--- config.mk ---
export PLATFORM = sky130hd
export DESIGN_NAME = mips_data_stall_bridge
export DESIGN_NICKNAME = d
export VERILOG_FILES = /design/src/rtl/mips_bridge_pkg.sv /design/src/rtl/bridge_timeout_ctr.sv /design/src/rtl/mips_data_stall_bridge.sv
export SDC_FILE = /design/constraint.sdc
export NUM_CORES = 1
export LEC_CHECK = 0
export ABC_AREA = 1
export BUFFER_PORTS_ARGS = -buffer_cell sky130_fd_sc_hd__buf_4
export CAP_MARGIN = 20
export CORE_MARGIN = 8
export CORE_UTILIZATION = 49
export DETAILED_ROUTE_END_ITERATION = 8
export PLACE_DENSITY_LB_ADDON = 0.2
export SLEW_MARGIN = 20
export SYNTH_ARGS = -nofsm -noshare
export SYNTH_HDL_FRONTEND = slang
export SYNTH_SLANG_ARGS = --single-unit
export TNS_END_PERCENT = 100
--- constraint.sdc ---
create_clock -name clk -period 3.3 [get_ports clk]
set_clock_uncertainty 0.2 [all_clocks]
set_input_delay 0.99 -clock clk [delete_from_list [all_inputs] [get_ports clk]]
set_output_delay 0.99 -clock clk [all_outputs]
set_load 0.1 [all_outputs]
--- src/rtl/mips_bridge_pkg.sv ---
// Shared types and defaults for the CPU data-port stall bridge.
// Holds the bridge FSM encoding and the timeout and error-data defaults.
package mips_bridge_pkg;

  typedef enum logic [1:0] {
    IDLE = 2'd0,
    REQ  = 2'd1,
    WAIT = 2'd2,
    DONE = 2'd3
  } bridge_state_t;

  localparam int          DEFAULT_TIMEOUT_CYCLES = 64;
  localparam logic [31:0] DEFAULT_ERR_DATA       = 32'hDEADBEEF;

endpackage

--- src/rtl/bridge_timeout_ctr.sv ---
// Counts cycles spent waiting on the RAM; expired is combinational and fires on the TIMEOUT_CYCLES-th counted cycle.
// Saturates at the limit, so expired stays high if the owner is still counting; clear wins over count_en.
module bridge_timeout_ctr
  import mips_bridge_pkg::*;
#(
  parameter int TIMEOUT_CYCLES = DEFAULT_TIMEOUT_CYCLES
) (
  input  logic clk,
  input  logic reset,
  input  logic clear,
  input  logic count_en,
  output logic expired
);

  localparam int CW = $clog2(TIMEOUT_CYCLES + 1);
  localparam logic [CW-1:0] LIMIT = CW'(TIMEOUT_CYCLES);
  localparam logic [CW-1:0] LAST  = CW'(TIMEOUT_CYCLES - 1);

  logic [CW-1:0] cnt;

  always_ff @(posedge clk) begin
    if (reset || clear) begin
      cnt <= '0;
    end else if (count_en && (cnt != LIMIT)) begin
      cnt <= cnt + CW'(1);
    end
  end

  assign expired = count_en && (cnt >= LAST);

endmodule

--- src/rtl/mips_data_stall_bridge.sv ---
// Turns single-cycle CPU data accesses into req/ready/rvalid RAM transactions, freezing the CPU via clk_enable.
// Read commits 3 cycles after the strobe (ready=1, rvalid +1), write 2; RAM backpressure stretches the stall, capped by the timeout.
module mips_data_stall_bridge
  import mips_bridge_pkg::*;
#(
  parameter int          ADDR_W         = 30,
  parameter int          TIMEOUT_CYCLES = DEFAULT_TIMEOUT_CYCLES,
  parameter logic [31:0] ERR_DATA       = DEFAULT_ERR_DATA
) (
  input  logic              clk,
  input  logic              reset,
  input  logic              run,
  output logic              clk_enable,
  input  logic [31:0]       cpu_data_address,
  input  logic              cpu_data_read,
  input  logic              cpu_data_write,
  input  logic [31:0]       cpu_data_writedata,
  output logic [31:0]       cpu_data_readdata,
  output logic              mem_req,
  output logic              mem_we,
  output logic [ADDR_W-1:0] mem_addr,
  output logic [31:0]       mem_wdata,
  input  logic              mem_ready,
  input  logic              mem_rvalid,
  input  logic [31:0]       mem_rdata,
  output logic              bus_error
);

  bridge_state_t state, state_next;

  logic issue;
  logic rd_latch;
  logic err_latch;
  logic err_set;
  logic expired;
  logic strobe;
  logic unused_addr_lsbs;

  assign strobe           = cpu_data_read || cpu_data_write;
  assign unused_addr_lsbs = ^cpu_data_address[1:0];

  assign clk_enable = run && (((state == IDLE) && !strobe) || (state == DONE));
  assign mem_req    = (state == REQ);

  bridge_timeout_ctr #(
    .TIMEOUT_CYCLES(TIMEOUT_CYCLES)
  ) u_timeout (
    .clk      (clk),
    .reset    (reset),
    .clear    (state == IDLE),
    .count_en ((state == REQ) || (state == WAIT)),
    .expired  (expired)
  );

  always_ff @(posedge clk) begin
    if (reset) begin
      state <= IDLE;
    end else begin
      state <= state_next;
    end
  end

  // A real RAM response always beats a timeout landing in the same cycle.
  always_comb begin
    state_next = state;
    issue      = 1'b0;
    rd_latch   = 1'b0;
    err_latch  = 1'b0;
    err_set    = 1'b0;
    case (state)
      IDLE: begin
        if (strobe) begin
          issue      = 1'b1;
          state_next = REQ;
          if (cpu_data_read && cpu_data_write) err_set = 1'b1;
        end
        if (mem_rvalid) err_set = 1'b1;
      end
      REQ: begin
        if (mem_ready) begin
          if (mem_we) begin
            state_next = DONE;
            if (mem_rvalid) err_set = 1'b1;
          end else if (mem_rvalid) begin
            rd_latch   = 1'b1;
            state_next = DONE;
          end else begin
            state_next = WAIT;
          end
        end else begin
          if (mem_rvalid) err_set = 1'b1;
          if (expired) begin
            state_next = DONE;
            err_set    = 1'b1;
            err_latch  = !mem_we;
          end
        end
      end
      WAIT: begin
        if (mem_rvalid) begin
          rd_latch   = 1'b1;
          state_next = DONE;
        end else if (expired) begin
          state_next = DONE;
          err_set    = 1'b1;
          err_latch  = 1'b1;
        end
      end
      DONE: begin
        if (run) state_next = IDLE;
        if (mem_rvalid) err_set = 1'b1;
      end
      default: state_next = IDLE;
    endcase
  end

  always_ff @(posedge clk) begin
    if (reset) begin
      mem_we            <= 1'b0;
      mem_addr          <= '0;
      mem_wdata         <= '0;
      cpu_data_readdata <= '0;
      bus_error         <= 1'b0;
    end else begin
      if (issue) begin
        mem_we    <= cpu_data_write;
        mem_addr  <= cpu_data_address[ADDR_W+1:2];
        mem_wdata <= cpu_data_writedata;
      end
      if (rd_latch) begin
        cpu_data_readdata <= mem_rdata;
      end else if (err_latch) begin
        cpu_data_readdata <= ERR_DATA;
      end
      if (err_set) bus_error <= 1'b1;
    end
  end

endmodule

==> Word-level counts from Yosys, hierarchy flattened <==
Cells that the tools add are included.
W data, S select, Z words.
{ "totals": {"reg_bits": 105, "out_inout_bits": 98, "wordCells": 57} }
{ "classes": {"n_addsub": 1, "magnitude_cmp": 1, "n_eq_ne": 6, "n_mux": 28, "reduce_logical": 14} }
{ "ops": {"columns": ["cell", "count"], "rows": [
  ["$mux W32", 2],
  ["$mux W1", 17],
  ["$mux W2", 5],
  ["$pmux W2 S4", 1],
  ["$add A7 B1 Y7 const B", 1],
  ["$ge A7 B6 Y1 const B", 1],
  ["$ne A7 B7 Y1 const B", 1],
  ["$logic_and A1 B1 Y1", 5],
  ["$eq A2 B2 Y1 const B", 2],
  ["$logic_or A1 B1 Y1", 4],
  ["$ne A2 B2 Y1 const B", 2],
  ["$pmux W1 S2", 2],
  ["$pmux W1 S4", 1],
  ["$eq A2 B1 Y1 const B", 1],
  ["$logic_not A1 Y1", 2],
  ["$logic_not A2 Y1", 1],
  ["$reduce_and A2 Y1", 1],
  ["$reduce_bool A2 Y1", 1]
]} }

==> Longest topological paths before layout <==
Gate-level depths: netlist (run 1).
{ "depth": {"word_depth": 8, "ltp_mapped": 11, "depth_no_buf": 11} }

==> By module <==
Synthesis (run 1) repeated with hierarchy kept, for this count alone.
{ "unflattened": {"hier_cells": 581, "area_unflattened_um2": 4400.5} }
{ "by_module_without_submodules": {"columns": ["mod", "instances", "cells_each", "area_per_inst_um2", "seq_area_each_um2"], "rows": [
  ["mips_data_stall_bridge", 1, 519, 3938.8, 1961.9],
  ["bridge_timeout_ctr", 1, 62, 461.7, 140.1]
]} }

==> Worst setup path before layout (run 1) <==
OpenSTA, ideal clock, no wires.
{ "synth_path": {"path_type": "input -> output", "from": "in cpu_data_read", "to": "out clk_enable", "arrival_time_ps": 3298, "path_slack_ps": -1188, "stages": 3, "path_buffers": 0, "cell_sequence": "inv_1 > nand3_1 > a21boi_0"} }
{ "synth_between": {"elab_chain_cells": 5} }
{ "synth_lines": {"columns": ["item", "line", "rtl"], "rows": [
  ["start, declared", "mips_data_stall_bridge.sv:15", "input logic cpu_data_read,"],
  ["$logic_or A1 B1 Y1", "mips_data_stall_bridge.sv:39", "assign strobe = cpu_data_read || cpu_data_write;"],
  ["$logic_not A1 Y1", "mips_data_stall_bridge.sv:42", "assign clk_enable = run && (((state == IDLE) && !strobe) || (state == DONE));"],
  ["$logic_and A1 B1 Y1", "mips_data_stall_bridge.sv:42", null],
  ["$logic_or A1 B1 Y1", "mips_data_stall_bridge.sv:42", null],
  ["$logic_and A1 B1 Y1", "mips_data_stall_bridge.sv:42", null],
  ["end, declared", "mips_data_stall_bridge.sv:13", "output logic clk_enable,"]
]} }
No other way between the ends.

==> Worst setup path after layout (run 1) <==
{ "layout_path": {"from": "reg state[0]", "to": "out clk_enable"} }
{ "layout_between": {"elab_chain_cells": 4, "word_cells_on_any_way": 5, "cone_classes": "eq/ne: 1; reduce/logical: 4"} }
{ "layout_lines": {"columns": ["item", "line", "rtl"], "rows": [
  ["start, declared", "mips_data_stall_bridge.sv:29", "bridge_state_t state, state_next;"],
  ["start signal, assigned", "mips_data_stall_bridge.sv:59", "state <= state_next;"],
  ["$logic_not A2 Y1", "mips_data_stall_bridge.sv:42", null],
  ["$logic_and A1 B1 Y1", "mips_data_stall_bridge.sv:42", null],
  ["$logic_or A1 B1 Y1 *", "mips_data_stall_bridge.sv:42", null],
  ["$logic_and A1 B1 Y1 *", "mips_data_stall_bridge.sv:42", null]
]} }
Every way passes the cells marked *; elsewhere a longest branch is shown, timed or not.

==> flow_summary.json, run 1 <==
{
  "dieArea_um2": 11600,
  "htree_levels": 3,
  "cts_tree": "done",
  "rsz0062_at_grt": "no",
  "outcome": "complete, no violations",
  "dp_hpwl_mm": 9.203,
  "drt_iter0_markers": 259,
  "setup_slack_ns": 0.3243,
  "start_util_pct": 50.43,
  "avgRoutedWirePerCell_um": 14.88,
  "syn_nets": 631,
  "critPathCaptureType": "primary output",
  "row_count": 33,
  "critPathKind": "reg -> out",
  "hp-class": "reg -> reg",
  "cts_hold_buffers": 0,
  "dp_slack_ns": 0.3474,
  "cp_max_fo": 6,
  "io_pins": 201,
  "synth-edff-count": 0,
  "critical_path_buf_inv_count": 2,
  "clk_latency_ns": 0.35,
  "crit_start": "state[0]$_SDFFE_PP0P_",
  "synth_area_per_cell_um2": 7.898,
  "setup_violations": 0,
  "clkSlewWorstSetupHoldPaths_ns": 0.10,
  "drive_above_1_share_pct": 33.47,
  "port_buffers": 198,
  "clock_path_buffers": 2,
  "path_delay_family": "buffers and inverters",
  "nFillCells": 652,
  "setup_tns_ns": 0,
  "worst_hold_slack_ns": 0.2812,
  "die_w_um": 107.7,
  "synth_cell_types": 30,
  "p_leak_nw": 3.021,
  "postRouteAntennaNets": 0,
  "grt.overflow.total": 0,
  "final_cell_mix": "buf_4, nor2_1, dfxtp_1",
  "post_cts_buffers": 0,
  "total_power_mw": 3.776,
  "syn_area_um2": 4123,
  "core_area_um2": 8175,
  "cpPeakStageDelay_ns": 0.34,
  "synth_warnings": 0,
  "grt_pass1_wl_mm": 18.89,
  "drv_slew": 0,
  "final_cell_area_um2": 5878,
  "cp_cell_sequence": "inv_1 -> ha_1 -> nand3_1 -> a21boi_2 -> buf_4",
  "cts_sinks": 105,
  "vdd_ir_drop_max_mv": 0.3907,
  "place_inst": 800,
  "ys_ff_latch": 105,
  "hold_start": "cpu_data_readdata[16]$_SDFFE_PP0P_",
  "die_h_um": 107.7,
  "gp_congestion": 0.8601,
  "firstDrtPassIters": 5,
  "vias": 4029,
  "layout_commonest_cell": "buf_4",
  "slowest_stage": "dfxtp_1",
  "grt_max_degree": 65,
  "min_period_over_period_pct": 90.17,
  "synth-main-ff-cell": "dfxtp_1",
  "crit_arrival_ns": 1.79,
  "nNetsFinal": 815,
  "finalWirelength_mm": 12.14,
  "grt_pass1_vias": 3951,
  "antenna_cells": 0,
  "synthCells": 522,
  "antenna_found_initial": 0,
  "cts-resized-gates": 0,
  "viasPerCell": 4.938,
  "final_hold_viol_count": 0,
  "worst_pin_slew_ns": 0.6701,
  "synth-seq-area-share_pct": 50.99,
  "slew_headroom_pct": 55.27,
  "power_density_nw_per_um2": 642.4,
  "maxCapViolations": 0,
  "track_usage_pct": 20.05,
  "required_ns": 2.11,
  "cp-start-kind": "register",
  "postSynth.asyncResetShare_pct": 0,
  "drc": 0,
  "place_area_um2": 5652,
  "final-instance-count-excl-fill": 816,
  "fmax_ghz": 0.3361,
  "r2r-start": "state[0]$_SDFFE_PP0P_",
  "clock-root-buffer": "clkbuf_8",
  "finish.utilization_pct": 71.90,
  "area_delta_synth_final_pct": 42.58,
  "fin_crit_ns": 2.976,
  "numCtsBuffers": 9
}
[cell type report]
class / count / area [um^2] / share of cell area [%]
flip-flops and latches: 105 / 2102 / 35.76
well taps: 105 / 131.4 / 2.235
inverters: 49 / 183.9 / 3.129
multi-input cells: 339 / 1705 / 29.01
clock buffers: 9 / 123.9 / 2.107
clock inverters: 7 / 102.6 / 1.745
repair buffers: 202 / 1529 / 26.01
[registers in the layout (all words and copies together) (netlist names)]
signal,count
cpu_data_readdata,32
state,2
mem_addr,30
mem_wdata,32
mem_we,1
u_timeout.cnt,7
bus_error,1
[path summary, 6_finish.rpt]
| check | slack (ns) | endpoint | cells after the start |
|---|---|---|---|
| min | 0.28 | cpu_data_readdata[16]$_SDFFE_PP0P_ | 2 |
| max | 0.32 | clk_enable | 5 |
| min reg2reg | 0.28 | cpu_data_readdata[16]$_SDFFE_PP0P_ | 2 |
| max reg2reg | 0.66 | cpu_data_readdata[4]$_SDFFE_PP0P_ | 6 |
[cell families (layout without fill, tap and decap cells)]
group | after synthesis | in the layout | share of synthesized area (%)
xor+xnor | 1 | 1 | 0.2125
buf+inv | 78 | 267 | 7.799
flops | 105 | 105 | 50.99
compound gates | 139 | 139 | 18.66
fa+ha+maj | 6 | 6 | 1.821
simple gates | 193 | 193 | 20.52
[worst reg2reg max path, cell delays in order, from the launching register on]
cell and delay, ns:
dfxtp_1 0.38, inv_1 0.11, ha_1 0.52, nand3_2 0.61, inv_1 0.43, nand2_1 0.12, a21oi_1 0.19
[synth_stat cells (all sizes together) (6+ instances only)]
cell type	number	share of area, %
a21oi	19	2.3
buf	11	1.7
clkbuf	18	1.6
dfxtp	105	51
ha	6	1.8
inv	49	4.5
nand2	32	3.2
nand3	14	2.5
nand4	9	1.7
nor2	133	12
o21ai	95	12
o21bai	24	4.6
[report_power, final]
group	total, mW	switching (mW)	internal, mW	leakage, nW
combinational	1.46	1.13	0.323	2.04
clock	0.875	0.438	0.437	0.116
sequential	1.45	0.0609	1.39	0.864
total	3.78	1.63	2.14	3.02
[layer usage]
layer  global-route usage [%]  part of all wire (%)  up-vias
met2                    36.27                    52      130
met3                    5.449                   7.8       19
met4                    8.424                   2.1        0
li1                         -                     -     2048
met5                        0                     0        -
met1                    21.34                    38     1832
Power figures use the tool's default switching activity.
==> inputs of run 2 (changes only) <==
ABC_AREA = default   (was 1)
CORE_UTILIZATION = 50   (was 49)
==> flow_summary.json, run 2 <==
{
  "grt_max_degree": 76,
  "synthTopCellsByArea": "dfxtp_1, nand2_1, a21oi_1, nor2b_1, o22a_1",
  "htree_levels": 3,
  "synth.top_cell.area_share_pct": 50.28,
  "drt_iter0_markers": 98,
  "cts_tree": "done",
  "power_density_nw_per_um2": 653.9,
  "critPathKind": "in -> out",
  "place_area_um2": 5722,
  "clkSlewWorstSetupHoldPaths_ns": 0.09,
  "gp_congestion": 0.8033,
  "rsz0062_at_grt": "no",
  "synth.top_cells.by_count": "nand2_1, dfxtp_1, a21oi_1, nor2b_1, clkbuf_1",
  "port_buffers": 198,
  "row_count": 33,
  "outcome": "complete, no violations",
  "post_synth_and_or_nand_nor_area_fraction_pct": 21.49,
  "synth_compound_area_share_pct": 20.20,
  "final_hold_viol_count": 0,
  "finish.utilization_pct": 72.19,
  "worst_pin_slew_ns": 0.7454,
  "multi_input_area_um2": 1884,
  "avgRoutedWirePerCell_um": 15.38,
  "start_util_pct": 51.13,
  "final_cell_area_um2": 5902,
  "setup_tns_ns": 0,
  "dp_hpwl_mm": 8.956,
  "grt_pass1_wl_mm": 19.08,
  "synth_most_common_cell": "nand2_1",
  "synth_top_family_by_area": "simple AND/OR/NAND/NOR gates",
  "slowest_stage": "nor3b_1",
  "core_area_um2": 8175,
  "viasPerCell": 5.150,
  "numCtsBuffers": 9,
  "cp_max_fo": 5,
  "synth_mux_area_share_pct": 0.2394,
  "p_leak_nw": 2.692,
  "drc": 0,
  "cts_hold_buffers": 0,
  "r2r_cells": 6,
  "ff_latch_area_um2": 2102,
  "crit_path_frequent_cell": "buf_4",
  "synth-seq-area-share_pct": 50.28,
  "antenna_found_initial": 0,
  "synth_warnings": 0,
  "cp_cell_sequence": "buf_4 -> nor3b_1 -> o21a_1 -> buf_4",
  "cp.depth": 4,
  "cts-resized-gates": 0,
  "synth_cell_types": 43,
  "die_h_um": 107.4,
  "synth_xor_area_share_pct": 1.048,
  "setup_slack_ns": 0.2029,
  "syn_nets": 605,
  "finalWirelength_mm": 12.11,
  "synthCells": 496,
  "fin_crit_ns": 3.097,
  "synthAdderAreaFrac_pct": 1.796,
  "largest_registers": "cpu_data_readdata (32), mem_wdata (32), mem_addr (30)",
  "hold_path_depth": 2,
  "fmax_ghz": 0.3229,
  "dp_slack_ns": 0.2140,
  "grt.overflow.total": 0,
  "hp-class": "reg -> reg",
  "cpPeakStageDelay_ns": 0.34,
  "clock_path_buffers": 2,
  "path_delay_family": "buffers and inverters",
  "synth-edff-count": 0,
  "required_ns": 2.11,
  "min_period_over_period_pct": 93.85,
  "nFillCells": 640,
  "die_w_um": 107.4,
  "drv_slew": 0,
  "layout_commonest_cell": "buf_4",
  "firstDrtPassIters": 4,
  "antenna_cells": 0,
  "total_power_mw": 3.859,
  "nNetsFinal": 786,
  "ys_ff_latch": 105,
  "postRouteAntennaNets": 0,
  "postSynth.asyncResetShare_pct": 0,
  "r2r_slack_ns": 0.96,
  "dieArea_um2": 11540,
  "crit_arrival_ns": 1.91,
  "setup_violations": 0,
  "critical_path_buf_inv_count": 2,
  "maxCapViolations": 0,
  "grt_pass1_vias": 3967,
  "final_cell_mix": "buf_4, nand2_1, dfxtp_1",
  "vias": 4053,
  "slew_headroom_pct": 50.30,
  "critPathCaptureType": "primary output",
  "synth_area_per_cell_um2": 8.428,
  "clock-root-buffer": "clkbuf_8",
  "area_delta_synth_final_pct": 41.19,
  "cp-start-kind": "input pin",
  "yosys.area.top_type": "dfxtp_1",
  "track_usage_pct": 20.32,
  "io_pins": 201,
  "vdd_ir_drop_max_mv": 0.3802,
  "syn_area_um2": 4180,
  "clk_latency_ns": 0.36,
  "cts_sinks": 105,
  "synth-main-ff-cell": "dfxtp_1",
  "drive_above_1_share_pct": 33.14,
  "post_cts_buffers": 0
}
run 2: cell count changes in the layout (fill, tap and decap cells not counted), sizes merged, moves of 6 or more:
cell / change
o21ai: -82
nor2b: +34
o21bai: -24
nand2: +99
nor2: -121
inv: -34
o22a: +24
a21oi: +47
nand4: -6
o311ai: +8
nand3: -6
run 2: stage by stage:
stage	instances	hold slack, ns
final	787	0.2590
after global routing	787	0.2798
after CTS	787	0.2606
after detailed placement	771	0.2468
after global placement	771	0.2419
after floorplan	496	0.2923
run 2: tightest hold or removal path, stage by stage (launching register included):
cell     delay (ns)
dfxtp_1        0.32
nand2_1        0.05
a21oi_1        0.05
run 2: path summary, 6_finish.rpt:
kind	startpoint	to
max	cpu_data_write	clk_enable
min	mem_addr[0]$_SDFFE_PP0P_	mem_addr[0]$_SDFFE_PP0P_
max reg2reg	state[0]$_SDFFE_PP0P_	cpu_data_readdata[31]$_SDFFE_PP0P_
min reg2reg	mem_addr[0]$_SDFFE_PP0P_	mem_addr[0]$_SDFFE_PP0P_
run 2: final cells by class:
cell class,count,area share (%)
sequential,105,35.62
timing repair buffer,204,26.16
clock inverter,6,0.8904
clock buffer,10,2.162
inverter,16,1.018
tap,105,2.226
multi-input combinational,341,31.93
run 2: power by group:
part	internal [mW]	switching, mW
sequential	1.40	0.0706
clock	0.284	0.444
combinational	0.383	1.28
run 2: per-layer routing:
metal / global-route usage (%) / share of wire (%) / vias to the layer above
li1: - / - / 2029
met1: 21.81 / 38 / 1867
met2: 33.94 / 49 / 134
met3: 8.683 / 10 / 23
met4: 9.415 / 2.7 / 0
met5: 0 / 0 / -
run 2: kinds of logic (layout without fill, tap and decap cells):
logic type / count (synthesis) / in the layout
and+or+nand+nor: 201 / 201
AOI/OAI and AO/OA: 128 / 128
DFF: 105 / 105
buffers and inverters: 50 / 236
adders and majority gates: 6 / 6
xor gates and xnor gates: 5 / 5
muxes: 1 / 1
==> inputs of run 3 (changes only) <==
--- a/constraint.sdc
+++ b/constraint.sdc
@@ -3,3 +3,3 @@
 set_input_delay 0.99 -clock clk [delete_from_list [all_inputs] [get_ports clk]]
 set_output_delay 0.99 -clock clk [all_outputs]
-set_load 0.1 [all_outputs]
+set_load 0.005 [all_outputs]
==> flow_summary.json, run 3 (synthesis results as in run 2) <==
{
  "drive_above_1_share_pct": 33.28,
  "slowest_stage": "ha_1",
  "drc": 0,
  "maxCapViolations": 0,
  "die_h_um": 107.4,
  "grt_max_degree": 64,
  "grt_pass1_vias": 4025,
  "hp-class": "reg -> reg",
  "grt.overflow.total": 0,
  "min_period_over_period_pct": 93.71,
  "drt_iter0_markers": 152,
  "die_w_um": 107.4,
  "cts_tree": "done",
  "gp_congestion": 0.8021,
  "cts_hold_buffers": 0,
  "htree_levels": 3,
  "nFillCells": 673,
  "setup_tns_ns": 0,
  "numCtsBuffers": 9,
  "worst_pin_slew_ns": 0.6412,
  "postRouteAntennaNets": 0,
  "fmax_ghz": 0.3234,
  "hold_path_depth": 2,
  "total_power_mw": 2.963,
  "outcome": "complete, no violations",
  "viasPerCell": 5.130,
  "cts-resized-gates": 0,
  "largest_registers": "cpu_data_readdata (32), mem_wdata (32), mem_addr (30)",
  "core_area_um2": 8175,
  "cts_sinks": 105,
  "cpPeakStageDelay_ns": 0.41,
  "setup_violations": 0,
  "slew_headroom_pct": 57.26,
  "track_usage_pct": 20.35,
  "grt_pass1_wl_mm": 19.33,
  "port_buffers": 198,
  "clk_latency_ns": 0.35,
  "avgRoutedWirePerCell_um": 15.38,
  "vdd_ir_drop_max_mv": 0.3138,
  "io_pins": 201,
  "place_area_um2": 5709,
  "drv_slew": 0,
  "vias": 4037,
  "clock-root-buffer": "clkbuf_8",
  "dp_hpwl_mm": 8.930,
  "final_hold_viol_count": 0,
  "start_util_pct": 51.13,
  "post_cts_buffers": 0,
  "power_density_nw_per_um2": 502.3,
  "rsz0062_at_grt": "no",
  "antenna_cells": 0,
  "cp_cell_sequence": "inv_1 -> ha_1 -> nor3b_1 -> o21a_1 -> buf_4",
  "antenna_found_initial": 0,
  "dieArea_um2": 11540,
  "layout_commonest_cell": "buf_4",
  "clock_path_buffers": 2,
  "nNetsFinal": 786,
  "row_count": 33,
  "area_delta_synth_final_pct": 41.10,
  "cp_max_fo": 10,
  "clkSlewWorstSetupHoldPaths_ns": 0.11,
  "fin_crit_ns": 3.093,
  "r2r_cells": 6,
  "critPathKind": "reg -> out",
  "required_ns": 2.11,
  "p_leak_nw": 2.701,
  "final_cell_mix": "buf_4, nand2_1, dfxtp_1",
  "crit_arrival_ns": 1.90,
  "cp-start-kind": "register",
  "critPathCaptureType": "primary output",
  "firstDrtPassIters": 4,
  "finalWirelength_mm": 12.10,
  "final_cell_area_um2": 5898
}
[run 3: cell types whose count changed in the layout (fill, tap and decap cells not counted), sizes merged]
cell | before | now
clkinvlp | 2 | 0
clkinv | 3 | 5
[run 3: critical path: cells and delay by family, from the launching register on]
family | cells | cell delay [ns]
AND/OR/NAND/NOR | 1 | 0.38
buffers and inverters | 2 | 0.20
adder cells (fa/ha/maj) | 1 | 0.41
AO/OA/AOI/OAI | 1 | 0.15
flip-flops | 1 | 0.39
[run 3: per-layer routing]
layer  wire length (um)  global-route usage, %  vias up
li1                   -                      -     2027
met1               4477                  21.32     1849
met2               6062                  34.42      141
met3               1281                  9.940       20
met4                283                  7.830        0
met5                  0                      0        -
[run 3: power breakdown]
part / switching, mW / total [mW] / internal (mW)
logic: 0.378 / 0.740 / 0.363
registers: 0.0719 / 1.47 / 1.40
clock network: 0.450 / 0.755 / 0.305
[run 3: metrics by stage]
| stage | utilization (%) | worst slack [ns] | cells | hold WS [ns] |
|---|---|---|---|---|
| finish | 72.15 | 0.2074 | 787 | 0.2594 |
| global route | 72.15 | 0.02501 | 787 | 0.2835 |
| CTS | 72.15 | 0.2039 | 787 | 0.2608 |
| detailed placement | 69.83 | 0.3895 | 771 | 0.2466 |
| global placement | 69.83 | 0.4013 | 771 | 0.2422 |
| floorplan | - | 0.7019 | 496 | 0.2527 |
[run 3: area by class of cell]
cell class | count | area, um^2 | area share, %
Clock buffer | 10 | 137.6 | 2.333
Clock inverter | 6 | 51.30 | 0.8697
Inverter | 16 | 60.06 | 1.018
Multi-Input combinational cell | 341 | 1884 | 31.95
Sequential cell | 105 | 2102 | 35.64
Tap cell | 105 | 131.4 | 2.227
Timing Repair Buffer | 204 | 1531 | 25.97
[run 3: worst paths after layout]
check / start / to / slack (ns)
min: mem_addr[11]$_SDFFE_PP0P_ / mem_addr[11]$_SDFFE_PP0P_ / 0.26
max reg2reg: state[0]$_SDFFE_PP0P_ / cpu_data_readdata[0]$_SDFFE_PP0P_ / 0.95
max: state[0]$_SDFFE_PP0P_ / clk_enable / 0.21
min reg2reg: mem_addr[11]$_SDFFE_PP0P_ / mem_addr[11]$_SDFFE_PP0P_ / 0.26
